==> src/rtl/ifetch_unit.sv <==
// rtl/ifetch_unit.sv - instruction fetch front end with single outstanding request and in-order buffer
// Optional misaligned-redirect trap: define IFETCH_MISALIGN_CHECK_EN.
module ifetch_unit #(
  parameter int              XLEN      = 32,
  parameter logic [XLEN-1:0] RESET_PC  = '0,
  parameter int              BUF_DEPTH = 2
) (
  input  logic            clk_i,
  input  logic            rst_i,
  output logic            imem_req_valid_o,
  input  logic            imem_req_ready_i,
  output logic [XLEN-1:0] imem_req_addr_o,
  input  logic            imem_rsp_valid_i,
  input  logic [XLEN-1:0] imem_rsp_data_i,
  output logic            instr_valid_o,
  input  logic            instr_ready_i,
  output logic [XLEN-1:0] instr_o,
  output logic [XLEN-1:0] instr_pc_o,
  output logic [6:0]      op_o,
  input  logic            redirect_i,
  input  logic [XLEN-1:0] redirect_pc_i,
  output logic            misalign_o
);

  localparam int PW    = $clog2(BUF_DEPTH);
  localparam int CNT_W = PW + 1;

  typedef enum logic [1:0] {S_REQ, S_WAIT, S_DROP} state_t;

  state_t             state_q, state_d;
  logic [XLEN-1:0]    fetch_pc_q, fetch_pc_d;
  logic [XLEN-1:0]    req_pc_q, req_pc_d;
  logic               req_valid_q, req_valid_d;
  logic [CNT_W-1:0]   cnt_q, cnt_d;
  logic [PW-1:0]      rd_ptr_q, rd_ptr_d;
  logic [PW-1:0]      wr_ptr_q, wr_ptr_d;
  logic               misalign_q, misalign_d;
  logic [XLEN-1:0]    buf_instr_q [BUF_DEPTH];
  logic [XLEN-1:0]    buf_pc_q    [BUF_DEPTH];

  logic               pop;
  logic               push;
  logic               req_fire;
  logic [XLEN-1:0]    redir_pc;
  logic               redir_bad;

`ifdef IFETCH_MISALIGN_CHECK_EN
  assign redir_pc  = redirect_pc_i;
  assign redir_bad = redirect_i & (redirect_pc_i[1:0] != 2'b00);
`else
  // Low target bits are ignored entirely: every redirect lands word aligned.
  logic unused_redir_low;
  assign unused_redir_low = ^redirect_pc_i[1:0];
  assign redir_pc  = {redirect_pc_i[XLEN-1:2], 2'b00};
  assign redir_bad = 1'b0;
`endif

  assign pop      = (cnt_q != '0) & instr_ready_i;
  assign req_fire = req_valid_q & imem_req_ready_i;

  always_comb begin
    state_d    = state_q;
    fetch_pc_d = fetch_pc_q;
    req_pc_d   = req_pc_q;
    misalign_d = misalign_q;
    push       = 1'b0;

    case (state_q)
      S_REQ: begin
        if (req_fire) begin
          req_pc_d   = fetch_pc_q;
          fetch_pc_d = fetch_pc_q + XLEN'(4);
          state_d    = S_WAIT;
        end
      end
      S_WAIT: begin
        if (imem_rsp_valid_i) begin
          push    = 1'b1;
          state_d = S_REQ;
        end
      end
      S_DROP: begin
        if (imem_rsp_valid_i) state_d = S_REQ;
      end
      default: state_d = S_REQ;
    endcase

    // A redirect overrides the sequential path; an accepted-but-unanswered
    // request must still have its stale response swallowed in DROP.
    if (redirect_i) begin
      fetch_pc_d = redir_pc;
      misalign_d = redir_bad;
      push       = 1'b0;
      case (state_q)
        S_REQ:   state_d = req_fire ? S_DROP : S_REQ;
        S_WAIT:  state_d = imem_rsp_valid_i ? S_REQ : S_DROP;
        S_DROP:  state_d = imem_rsp_valid_i ? S_REQ : S_DROP;
        default: state_d = S_REQ;
      endcase
    end

    if (redirect_i) begin
      cnt_d    = '0;
      rd_ptr_d = '0;
      wr_ptr_d = '0;
    end else begin
      cnt_d    = cnt_q;
      rd_ptr_d = pop  ? rd_ptr_q + PW'(1) : rd_ptr_q;
      wr_ptr_d = push ? wr_ptr_q + PW'(1) : wr_ptr_q;
      if (push && !pop)      cnt_d = cnt_q + CNT_W'(1);
      else if (!push && pop) cnt_d = cnt_q - CNT_W'(1);
    end

    req_valid_d = (state_d == S_REQ) && (cnt_d < CNT_W'(BUF_DEPTH)) && !misalign_d;
  end

  always_ff @(posedge clk_i or posedge rst_i) begin
    if (rst_i) begin
      state_q     <= S_REQ;
      fetch_pc_q  <= RESET_PC;
      req_pc_q    <= RESET_PC;
      req_valid_q <= 1'b0;
      cnt_q       <= '0;
      rd_ptr_q    <= '0;
      wr_ptr_q    <= '0;
      misalign_q  <= 1'b0;
      for (int i = 0; i < BUF_DEPTH; i++) begin
        buf_instr_q[i] <= '0;
        buf_pc_q[i]    <= '0;
      end
    end else begin
      state_q     <= state_d;
      fetch_pc_q  <= fetch_pc_d;
      req_pc_q    <= req_pc_d;
      req_valid_q <= req_valid_d;
      cnt_q       <= cnt_d;
      rd_ptr_q    <= rd_ptr_d;
      wr_ptr_q    <= wr_ptr_d;
      misalign_q  <= misalign_d;
      if (push) begin
        buf_instr_q[wr_ptr_q] <= imem_rsp_data_i;
        buf_pc_q[wr_ptr_q]    <= req_pc_q;
      end
    end
  end

  assign imem_req_valid_o = req_valid_q;
  assign imem_req_addr_o  = fetch_pc_q;
  assign instr_valid_o    = (cnt_q != '0);
  assign instr_o          = buf_instr_q[rd_ptr_q];
  assign instr_pc_o       = buf_pc_q[rd_ptr_q];
  assign op_o             = buf_instr_q[rd_ptr_q][6:0];
  assign misalign_o       = misalign_q;

endmodule

==> config.mk <==
export PLATFORM = sky130hd
export DESIGN_NAME = ifetch_unit
export DESIGN_NICKNAME = d
export VERILOG_FILES = /design/src/rtl/ifetch_unit.sv
export SDC_FILE = /design/constraint.sdc
export NUM_CORES = 1
export LEC_CHECK = 0
export CORE_MARGIN = 2
export CORE_UTILIZATION = 28
export DETAILED_ROUTE_END_ITERATION = 10
export PLACE_DENSITY = 0.5
export SYNTH_ARGS = -nofsm -noshare
export SYNTH_HDL_FRONTEND = slang
export SYNTH_SLANG_ARGS = --single-unit
==> constraint.sdc <==
create_clock -name clk_i -period 6.61 [get_ports clk_i]
set_input_delay 0.661 -clock clk_i [delete_from_list [all_inputs] [get_ports clk_i]]
set_output_delay 0.661 -clock clk_i [all_outputs]
set_load 0.005 [all_outputs]
==> results of run 1 <==
[path summary, 6_finish.rpt]
kind                                   start             endpoint  cells past startpoint
worst max-delay path                rd_ptr_q       instr_pc_o[10]                      3
worst min-delay path            req_pc_q[14]         req_pc_q[14]                      2
worst max register to register    state_q[0]  imem_req_addr_o[26]                      6
worst min register to register  req_pc_q[14]         req_pc_q[14]                      2
max in group asynchronous              rst_i       buf_instr_q[6]                      3
min in group asynchronous              rst_i      buf_instr_q[32]                      2
[power by group through the flow]
stage	Combinational (mW)	Sequential (mW)	Clock [mW]
after floorplan	0.790	1.67	0
after global placement	1.43	1.76	0
after detailed placement	1.44	1.77	0
after CTS	1.45	1.74	1.07
after global routing	1.56	1.79	1.12
final	1.42	1.74	1.03
[area by class of cell]
cell class / instances / area [um2] / area share
clock buffers: 18 / 429 / 0.0379
repair buffers: 177 / 1750 / 0.155
multi-input cells: 465 / 3630 / 0.320
clock inverters: 14 / 154 / 0.0136
flip-flops and latches: 192 / 4810 / 0.425
well taps: 396 / 495 / 0.0438
inverters: 13 / 56.3 / 0.00497
[metal layers]
layer  vias to the layer above  global-route usage  part of all wire
li1                       2836                   -                 -
met1                      2973               0.197              0.50
met2                       176               0.207              0.43
met3                        18              0.0340             0.053
met4                         0              0.0368             0.014
met5                         -                   0                 0
[cells in the final DEF, fill, tap and decap left out, drive strengths merged, types with 5 or more instances in the layout]
| master | count |
|---|---|
| nor2 | 21 |
| o31ai | 8 |
| inv | 19 |
| clkdlybuf4s50 | 169 |
| nand4 | 9 |
| buf | 8 |
| mux2 | 187 |
| o21ai | 25 |
| dfrtp | 192 |
| xnor2 | 11 |
| nor3 | 9 |
| nor4 | 5 |
| nand3 | 14 |
| or3 | 5 |
| or4 | 13 |
| nand2 | 101 |
| a31oi | 17 |
| ha | 5 |
| clkbuf | 18 |
[worst max-delay path, cell delays in order (launching register included)]
cell	delay, ns
dfrtp_2	0.90
buf_4	0.61
mux2_2	0.40
clkdlybuf4s50_1	0.52
[state kept, by name, summed over array words and instances, names as in the netlist]
register          count
req_pc_q             30
misalign_o            1
rd_ptr_q              1
state_q               2
cnt_q                 2
buf_instr_q          64
imem_req_valid_o      1
imem_req_addr_o      30
wr_ptr_q              1
buf_pc_q             60
[cells by family after synthesis]
| kind of cell | count (synthesis) | share of synthesized area |
|---|---|---|
| buf+inv | 62 | 0.0322 |
| compound gates | 63 | 0.0452 |
| simple gates | 191 | 0.105 |
| other cells | 1 | 0.000431 |
| mux | 188 | 0.243 |
| fa+ha+maj | 5 | 0.00719 |
| flops | 192 | 0.553 |
| xor+xnor | 14 | 0.0141 |
[through the flow]
step,cells,worst slack (ns),power (mW),hold slack [ns],utilization
after floorplan,719,0.722,2.46,0.458,-
after global placement,1243,3.23,3.19,0.481,0.351
after detailed placement,1243,3.22,3.21,0.488,0.351
after CTS,1275,2.93,4.26,0.504,0.370
after global routing,1275,2.83,4.47,0.517,0.370
final,1275,3.07,4.19,0.501,0.370
==> impl_metrics.yaml, run 1 <==
timing:
  max_freq_ghz: 0.282
  hold_viol: 0
  period_share: 0.536
  min_period_ns: 3.54
  worst_pin_slew_ns: 0.989
  setup_violations: 0
  rsz0062_at_grt: "false"
  slew_headroom: 0.341
  tns_ns: 0
  fin_skew_ns: 0.0188
  final-max-slew-violation-count: 0
worst_setup_path:
  crit_fanout: 34
  worstPathArrival_ns: 2.88
  cp-end-kind: "output pin"
  reg2reg_slack_ns: 4.11
  start_kind: "flop"
  crit_type: "flop to output pin"
  crit_required_ns: 5.95
global_route:
  antenna_found_initial: 0
  grtUsageTotal: 0.138
  grt_max_degree: 85
  grt_pass1_vias: 6121
  grt_pass1_wl_mm: 35.6
  grt_overflow: 0
synthesis:
  synth-edff-count: 0
  ys_top_cells_by_count: "dfrtp_1, mux2_2, nand2_1"
  ys_ff_latch: 192
  yosysMostFrequentCell: "dfrtp_1"
  ys_seq_area_frac: 0.553
  yosysUniqueCellTypes: 40
  synthDominantCellAreaShare: 0.553
  synth_area_leaders: "dfrtp_1, mux2_2, nand2_1, o21ai_0, a31oi_1"
  async_reset_ff_frac: 1.00
  postSynthAreaPerCell_um2: 12.1
  syn_inst: 716
  synthesis.area_um2: 8700
  yosysWarnings: 0
  yosysTopAreaCell: "dfrtp_1"
  synth_flop_cell: "dfrtp_1"
floorplan:
  chipHeight_um: 180
  initial_core_util: 0.284
  dieArea_um2: 32500
  ioPinCount: 176
  core_region_area_um2: 30600
  die_x_um: 180
  std_cell_rows: 64
route:
  totalWireLength_mm: 22.1
  drt-wirelength-per-cell_um: 17.3
  drt-initial-drc-count: 255
  drt_pre_antenna_iters: 4
  ant_nets: 0
  vias_per_cell: 4.71
  drc: 0
  via_count: 6003
pwr:
  peakVddDrop_mv: 0.171
  p_leak_nw: 4.98
  p_int_mw: 2.93
  pwr-share-seq: 0.415
  p_per_area_nw_per_um2: 370
  swShare: 0.301
  p_sw_mw: 1.26
  clock_power_share: 0.246
  comb_power_share: 0.339
final_layout:
  drive_above_1_share: 0.271
  area_delta_synth_final_pct: 30.2
  n_antenna_cell: 0
  final_area_um2: 11300
  fillers: 3014
  final_nets: 941
place:
  post-dp-hpwl_mm: 14.4
  place.port_buffers: 169
  dpl-instance-area_um2: 10700
  gp_congestion: 0.789
clock_network:
  htreeDepth: 4
  postCtsSetupBuffers: 0
  path_clk_slew_ns: 0.08
  cts_buffers: 17
  cts-root-buf: "clkbuf_16"
  holdBufCountCts: 0
  cts.path.max_buffers: 2
  cts_resized: 0
  cts_tree: "done"
  insertion_delay_ns: 0.43
  clock_sinks: 192
run_status:
  status: "finished clean"
min_path:
  hold_class: "flop to flop"
job:
  cap_violations: 0
Power figures use the tool's default switching activity.
==> run 2, diff against run 1 <==
Settings changed: PLACE_DENSITY 0.5 to 0.51.
Clock period 6.61 ns to 3.1 ns, I/O delays scaled along.
==> run 2 against run 1 <==
Via count barely moved; cell count rose by 0.31%; clock skew fell by 0.0031 ns; register-to-register slack got worse by 3.4 ns; flip-flop and latch count did not move; sequential share of layout area fell by 0.56 points; clock-buffer cell count fell by 1; largest cell class unchanged; highest routed layer unchanged.
==> impl_metrics.yaml, run 2 (synthesized netlist as in run 1, its figures left out) <==
clock_network:
  cts_tree: "done"
  cts_resized: 0
  path_clk_slew_ns: 0.08
  cts_buffers: 17
  htreeDepth: 4
  insertion_delay_ns: 0.43
  postCtsSetupBuffers: 0
  clock_sinks: 192
  holdBufCountCts: 0
  cts-root-buf: "clkbuf_16"
  cts.path.max_buffers: 2
final_layout:
  final_common_cell: "dfrtp_1"
  largest_reg_flops: 64
  regMostFlops: "buf_instr_q"
  area_delta_synth_final_pct: 32.0
  final_nets: 945
  reg_top3: "buf_instr_q: 64 flops, buf_pc_q: 60 flops"
  final_area_um2: 11500
  final_cell_mix: "dfrtp_1, mux2_2, clkdlybuf4s50_1, nand2_1, o21ai_0"
  drive_above_1_share: 0.275
  utilization: 0.375
  n_antenna_cell: 0
timing:
  setup_violations: 0
  max_freq_ghz: 0.364
  rsz0062_at_grt: "false"
  hold_viol: 0
  min_period_ns: 2.75
  tns_ns: 0
  period_share: 0.887
  final-max-slew-violation-count: 0
  slew_headroom: 0.480
  fin_skew_ns: 0.0157
  fin_ws_ns: 0.352
  worst_pin_slew_ns: 0.773
route:
  drc: 0
  via_count: 6004
  drt_pre_antenna_iters: 4
  totalWireLength_mm: 21.7
  ant_nets: 0
  vias_per_cell: 4.69
  drt-wirelength-per-cell_um: 17.0
  drt-initial-drc-count: 271
worst_setup_path:
  start_kind: "flop"
  crit_fanout: 37
  crit_required_ns: 2.79
  cp-end-kind: "output pin"
  worstPathArrival_ns: 2.44
  crit_type: "flop to output pin"
floorplan:
  die_x_um: 180
  core_region_area_um2: 30600
  dieArea_um2: 32500
  ioPinCount: 176
  chipHeight_um: 180
  std_cell_rows: 64
  initial_core_util: 0.284
place:
  dp_slack_ns: 0.576
  post-dp-hpwl_mm: 14.5
  dpl-instance-area_um2: 10800
  gp_congestion: 0.814
  place.port_buffers: 169
pwr:
  p_per_area_nw_per_um2: 794
  power_mw: 9.11
  p_leak_nw: 5.04
  peakVddDrop_mv: 0.352
job:
  cap_violations: 0
global_route:
  grt_pass1_vias: 6092
  antenna_found_initial: 0
  grt_max_degree: 109
  grt_pass1_wl_mm: 35.4
  grt_overflow: 0
  grtUsageTotal: 0.137
run_status:
  status: "finished clean"
min_path:
  hold_class: "input port to asynchronous set/reset pin"
## run 2: final cells by class
type                    instances  area, um2
clock buffers                  17        425
clock inverters                15        224
fillers                      2993      19100
inverters                      13       52.6
multi-input cells             465       3630
flip-flops and latches        192       4810
well taps                     396        495
repair buffers                181       1840
## run 2: power breakdown
| part | internal [mW] | total (mW) | switching (mW) | leakage, nW |
|---|---|---|---|---|
| Combinational | 1.92 | 3.00 | 1.09 | 2.25 |
| Sequential | 3.21 | 3.74 | 0.537 | 2.48 |
| Clock | 1.25 | 2.37 | 1.11 | 0.307 |
## run 2: per-stage QoR
stage	hold WS, ns	std cells
floorplan	0.430	719
global placement	0.481	1247
detailed placement	0.487	1247
CTS	0.386	1279
global route	0.407	1279
finish	0.380	1279
## run 2: path summary, 6_finish.rpt
kind	startpoint	to	slack, ns	depth (start not counted)
min	rst_i	buf_instr_q[20]	0.38	3
min reg2reg	buf_pc_q[26]	buf_pc_q[26]	0.50	1
max in group asynchronous	rst_i	rd_ptr_q	2.13	3
max	rd_ptr_q	instr_o[7]	0.35	3
max reg2reg	state_q[1]	imem_req_addr_o[23]	0.73	6
min in group clk_i	redirect_pc_i[4]	imem_req_addr_o[4]	0.42	3
## run 2: metal layers
| layer | global-route usage | wire length (um) |
|---|---|---|
| met1 | 0.203 | 11100 |
| met2 | 0.200 | 9390 |
| met3 | 0.0327 | 1050 |
| met4 | 0.0316 | 208 |
| met5 | 0 | 0 |
## run 2: critical path, stage by stage, from the launching register on
cell             delay [ns]
dfrtp_4                0.84
buf_12                 0.28
mux2_2                 0.36
clkdlybuf4s50_1        0.48
